### src/rtl/mr_arb_pkg.sv
// rtl/mr_arb_pkg.sv - shared types and helpers for the round-robin Wishbone arbiter
package mr_arb_pkg;

    localparam int ARB_MAX_N = 8;
    localparam int OWNER_W   = $clog2(ARB_MAX_N);

    typedef enum logic {
        ARB_IDLE,
        ARB_OWNED
    } arb_state_e;

    typedef logic [OWNER_W-1:0] owner_idx_t;

    function automatic owner_idx_t onehot_to_idx(input logic [ARB_MAX_N-1:0] oh);
        owner_idx_t idx;
        idx = '0;
        for (int i = 0; i < ARB_MAX_N; i++) begin
            if (oh[i]) begin
                idx = idx | owner_idx_t'(i);
            end
        end
        return idx;
    endfunction

endpackage

### src/rtl/mr_rr_picker.sv
// rtl/mr_rr_picker.sv - combinational round-robin pick starting after the last owner
module mr_rr_picker
    import mr_arb_pkg::*;
#(
    parameter int N = 2
) (
    input  logic [N-1:0] i_req,
    input  owner_idx_t   i_last_owner,
    output logic [N-1:0] o_onehot,
    output logic         o_valid
);

    // First pass covers indices above the last owner, second pass wraps to the bottom.
    always_comb begin
        o_onehot = '0;
        o_valid  = 1'b0;
        for (int i = 0; i < N; i++) begin
            if (!o_valid && i_req[i] && (i > int'(i_last_owner))) begin
                o_onehot[i] = 1'b1;
                o_valid     = 1'b1;
            end
        end
        for (int i = 0; i < N; i++) begin
            if (!o_valid && i_req[i] && (i <= int'(i_last_owner))) begin
                o_onehot[i] = 1'b1;
                o_valid     = 1'b1;
            end
        end
    end

endmodule

### src/rtl/mr_wb_rr_arbiter.sv
// rtl/mr_wb_rr_arbiter.sv - N:1 pipelined Wishbone round-robin arbiter (optional watchdog: MR_ARB_TIMEOUT_EN)
module mr_wb_rr_arbiter
    import mr_arb_pkg::*;
#(
    parameter int NUM_MASTERS     = 2,
    parameter int AW              = 32,
    parameter int DW              = 32,
    parameter int MAX_OUTSTANDING = 4,
    parameter int TIMEOUT_CYCLES  = 256
) (
    input  logic                        clk,
    input  logic                        rst,
    input  logic [NUM_MASTERS-1:0]      m_cyc,
    input  logic [NUM_MASTERS-1:0]      m_stb,
    input  logic [NUM_MASTERS-1:0]      m_we,
    input  logic [NUM_MASTERS*AW-1:0]   m_adr,
    input  logic [NUM_MASTERS*DW-1:0]   m_dat_w,
    input  logic [NUM_MASTERS*DW/8-1:0] m_sel,
    output logic [NUM_MASTERS-1:0]      m_ack,
    output logic [NUM_MASTERS-1:0]      m_err,
    output logic [NUM_MASTERS-1:0]      m_stall,
    output logic                        s_cyc,
    output logic                        s_stb,
    output logic                        s_we,
    output logic [AW-1:0]               s_adr,
    output logic [DW-1:0]               s_dat_w,
    output logic [DW/8-1:0]             s_sel,
    input  logic                        s_ack,
    input  logic                        s_err,
    input  logic                        s_stall,
    output logic [NUM_MASTERS-1:0]      grant,
    output logic                        timeout
);

    localparam int SW = DW / 8;
    localparam int CW = $clog2(MAX_OUTSTANDING + 1);

    arb_state_e             r_state, w_nxt_state;
    logic [NUM_MASTERS-1:0] r_grant, w_nxt_grant;
    owner_idx_t             r_last, w_nxt_last;
    logic [CW-1:0]          r_outst, w_nxt_outst;

    logic [NUM_MASTERS-1:0] w_pick_oh;
    logic                   w_pick_valid;
    logic                   w_full;
    logic                   w_own_stall;
    logic                   w_accept;
    logic                   w_resp_ok;
    logic                   w_resp;
    logic                   w_wd_fire;

    mr_rr_picker #(
        .N (NUM_MASTERS)
    ) u_picker (
        .i_req        (m_cyc),
        .i_last_owner (r_last),
        .o_onehot     (w_pick_oh),
        .o_valid      (w_pick_valid)
    );

    // AND-OR mux on the one-hot grant; a zero grant drives the slave bus to all zeros.
    always_comb begin
        s_cyc   = 1'b0;
        s_stb   = 1'b0;
        s_we    = 1'b0;
        s_adr   = '0;
        s_dat_w = '0;
        s_sel   = '0;
        for (int i = 0; i < NUM_MASTERS; i++) begin
            s_cyc   = s_cyc | (m_cyc[i] & r_grant[i]);
            s_stb   = s_stb | (m_stb[i] & r_grant[i]);
            s_we    = s_we  | (m_we[i]  & r_grant[i]);
            s_adr   = s_adr   | (m_adr[i*AW +: AW]   & {AW{r_grant[i]}});
            s_dat_w = s_dat_w | (m_dat_w[i*DW +: DW] & {DW{r_grant[i]}});
            s_sel   = s_sel   | (m_sel[i*SW +: SW]   & {SW{r_grant[i]}});
        end
    end

    assign w_full      = (r_outst == CW'(MAX_OUTSTANDING));
    assign w_own_stall = s_stall | w_full;
    assign w_accept    = s_cyc & s_stb & ~w_own_stall;
    assign w_resp_ok   = (r_outst != '0);
    assign w_resp      = (s_ack | s_err) & w_resp_ok;

    assign m_stall = ~r_grant | (r_grant & {NUM_MASTERS{w_own_stall}});
    assign m_ack   = r_grant & {NUM_MASTERS{s_ack & w_resp_ok}};
    assign m_err   = r_grant & {NUM_MASTERS{(s_err & w_resp_ok) | w_wd_fire}};
    assign grant   = r_grant;

`ifdef MR_ARB_TIMEOUT_EN
    localparam int WD_W = (TIMEOUT_CYCLES > 1) ? $clog2(TIMEOUT_CYCLES) : 1;

    logic [WD_W-1:0] r_wd;
    logic            r_timeout;
    logic            w_wd_cnt;

    assign w_wd_cnt  = (r_state == ARB_OWNED) & w_resp_ok & ~s_ack & ~s_err;
    assign w_wd_fire = w_wd_cnt & (r_wd == WD_W'(TIMEOUT_CYCLES - 1));
    assign timeout   = r_timeout;

    always_ff @(posedge clk or posedge rst) begin
        if (rst) begin
            r_wd      <= '0;
            r_timeout <= 1'b0;
        end else begin
            r_wd <= (w_wd_cnt && !w_wd_fire) ? r_wd + WD_W'(1) : '0;
            if (w_wd_fire) begin
                r_timeout <= 1'b1;
            end
        end
    end
`else
    assign w_wd_fire = 1'b0;
    assign timeout   = 1'b0;
`endif

    // Ownership only moves through IDLE, so responses in flight never reach a new owner.
    always_comb begin
        w_nxt_state = r_state;
        w_nxt_grant = r_grant;
        w_nxt_last  = r_last;
        w_nxt_outst = r_outst;
        case (r_state)
            ARB_IDLE: begin
                if (w_pick_valid) begin
                    w_nxt_grant = w_pick_oh;
                    w_nxt_state = ARB_OWNED;
                end
            end
            ARB_OWNED: begin
                if (!s_cyc) begin
                    w_nxt_state = ARB_IDLE;
                    w_nxt_grant = '0;
                    w_nxt_last  = onehot_to_idx(ARB_MAX_N'(r_grant));
                    w_nxt_outst = '0;
                end else if (w_wd_fire) begin
                    w_nxt_outst = '0;
                end else if (w_accept && !w_resp) begin
                    w_nxt_outst = r_outst + CW'(1);
                end else if (!w_accept && w_resp) begin
                    w_nxt_outst = r_outst - CW'(1);
                end
            end
            default: w_nxt_state = ARB_IDLE;
        endcase
    end

    always_ff @(posedge clk or posedge rst) begin
        if (rst) begin
            r_state <= ARB_IDLE;
            r_grant <= '0;
            r_last  <= owner_idx_t'(NUM_MASTERS - 1);
            r_outst <= '0;
        end else begin
            r_state <= w_nxt_state;
            r_grant <= w_nxt_grant;
            r_last  <= w_nxt_last;
            r_outst <= w_nxt_outst;
        end
    end

endmodule

### config.mk
export PLATFORM = sky130hd
export DESIGN_NAME = mr_wb_rr_arbiter
export DESIGN_NICKNAME = d
export VERILOG_FILES = /design/src/rtl/mr_arb_pkg.sv /design/src/rtl/mr_rr_picker.sv /design/src/rtl/mr_wb_rr_arbiter.sv
export SDC_FILE = /design/constraint.sdc
export NUM_CORES = 1
export LEC_CHECK = 0
export ABC_CLOCK_PERIOD_IN_PS = 2430
export BUFFER_PORTS_ARGS = -buffer_cell sky130_fd_sc_hd__buf_2
export CAP_MARGIN = 5
export CORE_AREA = 4 4 87 89
export CTS_CLUSTER_SIZE = 30
export DETAILED_ROUTE_END_ITERATION = 10
export DIE_AREA = 0 0 91 93
export PLACE_DENSITY = 0.65
export SYNTH_ARGS = -nofsm -noshare
export SYNTH_HDL_FRONTEND = slang
export SYNTH_SLANG_ARGS = --single-unit
### constraint.sdc
create_clock -name clk -period 2.43 [get_ports clk]
set_input_delay 0.3645 -clock clk [delete_from_list [all_inputs] [get_ports clk]]
set_output_delay 0.3645 -clock clk [all_outputs]
set_load 0.02 [all_outputs]
==> results.yml <==
status:
  outcome: "finished, final reports clean"
setup_path:
  path_class: "register to register"
  path_cells: "nor3b_1 -> or4b_1 -> nor2_1 -> fa_1 -> inv_1 -> a32oi_1 -> o21ai_1"
  crit_path_start_kind: "register"
  cp-end-kind: "register"
  slowest_stage: "or4b_1"
  r2r_slack_ns: 0.37
  path_buf_inv: 1
  required_ns: 2.58
  cp_max_fo: 6
  critPathTopFamily: "simple AND/OR/NAND/NOR gates"
  arrival_ns: 2.20
  slowest_delay_ns: 0.51
cells_and_area:
  finish.utilization_pct: 36.1
  final_area_um2: 2440
  insertedDiodeCount: 0
  area_growth_pct: 103
  stdcell_count: 446
  final_layout_size_suffix_gt1_share_pct: 65.6
  layout.nets: 515
sta:
  setup_tns_ns: 0
  setup_viol: 0
  postLayoutSetupSlackWorst_ns: 0.372
  hold_ws_ns: 0.0691
  fin_crit_sh_pct: 84.7
  final.min_clock_period_ns: 2.06
  drv_slew: 0
  grt_setup_unrepaired: "false"
  final_hold_viol_count: 0
  fin_skew_ns: 0.00178
  max_freq_mhz: 486
grt:
  antenna_found_initial: 0
  grt_pass1_wl_um: 9670
  grtUsageTotal_pct: 13.4
  grt_start_max_net_pins: 45
  grt_pass1_vias: 2013
  grt_overflow: 0
yosys:
  yosysTopAreaCell: "a22o_1"
  syn-cell-area_um2: 1200
  ys_ff_latch: 7
  synth.avg_cell_area_um2: 7.97
  syn_inst: 151
  yosysWarnings: 0
  synthTopCellsByArea: "a22o_1, dfrtp_1, clkbuf_1"
  synth_nets: 299
  synth.distinct_cells: 33
  seq_area_frac_synth_pct: 14.7
  synth_top_cell_area_share_pct: 50.9
power_and_ir_drop:
  ir_worst_vdd_uv: 613
  p_leak_nw: 1.50
  power_mw: 3.06
  p_per_area_nw_per_um2: 1250
floorplan:
  dieArea_um2: 8460
  io_pins: 227
  die_x_um: 91
  die_h_um: 93
  num_rows: 30
  initial_utilization_pct: 17.8
  coreArea_um2: 6760
clock_network:
  hold_buffers: 0
  cts.sinks: 7
  tritoncts: "yes"
  cts-htree-levels: 1
  cts-resized-gates: 0
  cts_root_buffer: "clkbuf_8"
  cts_buffer_depth: 2
  clk_latency_ns: 0.22
  cts_setup_buffers: 0
  cts.reportedPaths.clkPinSlew_ns: 0.04
  numCtsBuffers: 3
detailed_routing:
  wl_per_cell_um: 14.4
  vias: 2124
  drtIter0Drc: 90
  dr.pass1.iters: 4
  wl_um: 6430
  ant_nets: 0
  drc: 0
  vias_per_cell: 4.76
worst_hold_path:
  hold_path.class: "primary input to asynchronous set/reset pin"
placement:
  pre_cts_ws_ns: 0.352
  dpl_cell_area_um2: 2390
  place_inst: 442
  hpwlAfterDp_um: 5490
  routabilityCongestion: 0.786
  portBuffers: 225
job:
  maxCapViolCount: 0
## path summary, 6_finish.rpt
path | from | cells past startpoint | endpoint
setup / recovery | r_outst[2] | 7 | r_outst[1]
min in group clk | m_cyc[0] | 2 | r_state
max in group asynchronous | rst | 2 | r_last[0]
setup reg to reg | r_outst[2] | 7 | r_outst[1]
hold reg to reg | r_outst[2] | 2 | r_outst[2]
hold / removal | rst | 2 | grant[1]
## power breakdown
part	switching, mW	internal (mW)	leakage (nW)
Combinational	1.62	1.02	1.39
Clock	0.0477	0.113	0.0228
Sequential	0.0765	0.179	0.0860
Total	1.74	1.32	1.50
## state kept, by name, summed over array words and instances (netlist names)
| register | cells |
|---|---|
| grant | 2 |
| r_last | 1 |
| r_outst | 3 |
| r_state | 1 |
## layout by cell type (no fill, tap or decap), types with 2 or more instances in the layout
master / count
clkbuf_8: 3
inv_1: 5
a22o_1: 70
nand3_1: 2
dfrtp_2: 2
dfrtp_1: 4
nor2_1: 6
o21ai_0: 2
and3_1: 4
a21oi_1: 3
o21ai_1: 2
buf_2: 225
nand2_1: 9
o22ai_1: 2
nor3b_1: 2
buf_4: 6
a32oi_1: 2
## synth_stat cells (all sizes together)
cell,n
conb,1
clkbuf,15
nand2,9
inv,5
o32a,1
o21a,1
nor2b,1
a22oi,1
xnor2,1
nand3,2
buf,5
o31a,1
nand2b,1
a21oi,3
or3,1
a32oi,2
fa,1
or4b,1
nor3,1
o21ai,4
o22ai,2
nor3b,2
a22o,70
o2111ai,1
and3,4
nor4b,1
mux2,1
dfstp,1
nor2,6
dfrtp,6
## metal layers
layer  global-route usage (%)  vias up  part of all wire (%)
met2                     24.3      135                    50
met4                     1.51        0                  0.26
met3                     3.38        4                    11
met5                        0        -                     0
li1                         -     1043                     -
met1                     16.4      942                    38
## logic make-up (layout without fill, tap and decap cells)
group / Yosys count / count (layout) / synth area share, %
xor gates and xnor gates: 1 / 1 / 1.35
muxes: 1 / 1 / 0.935
AOI/OAI and AO/OA: 86 / 86 / 60.3
DFF: 7 / 7 / 14.7
buffers and inverters: 25 / 240 / 8.42
adders and majority gates: 1 / 1 / 1.66
and+or+nand+nor: 29 / 29 / 12.4
other: 1 / 1 / 0.312
## final cells by class
type / instances / area (um^2)
sequential: 7 / 179
fill: 709 / 4320
clock buffer: 4 / 45.0
timing repair buffer: 231 / 1170
inverter: 5 / 18.8
multi-input combinational: 119 / 926
tap: 80 / 100
Note: power is estimated with default switching activity, not from simulation.
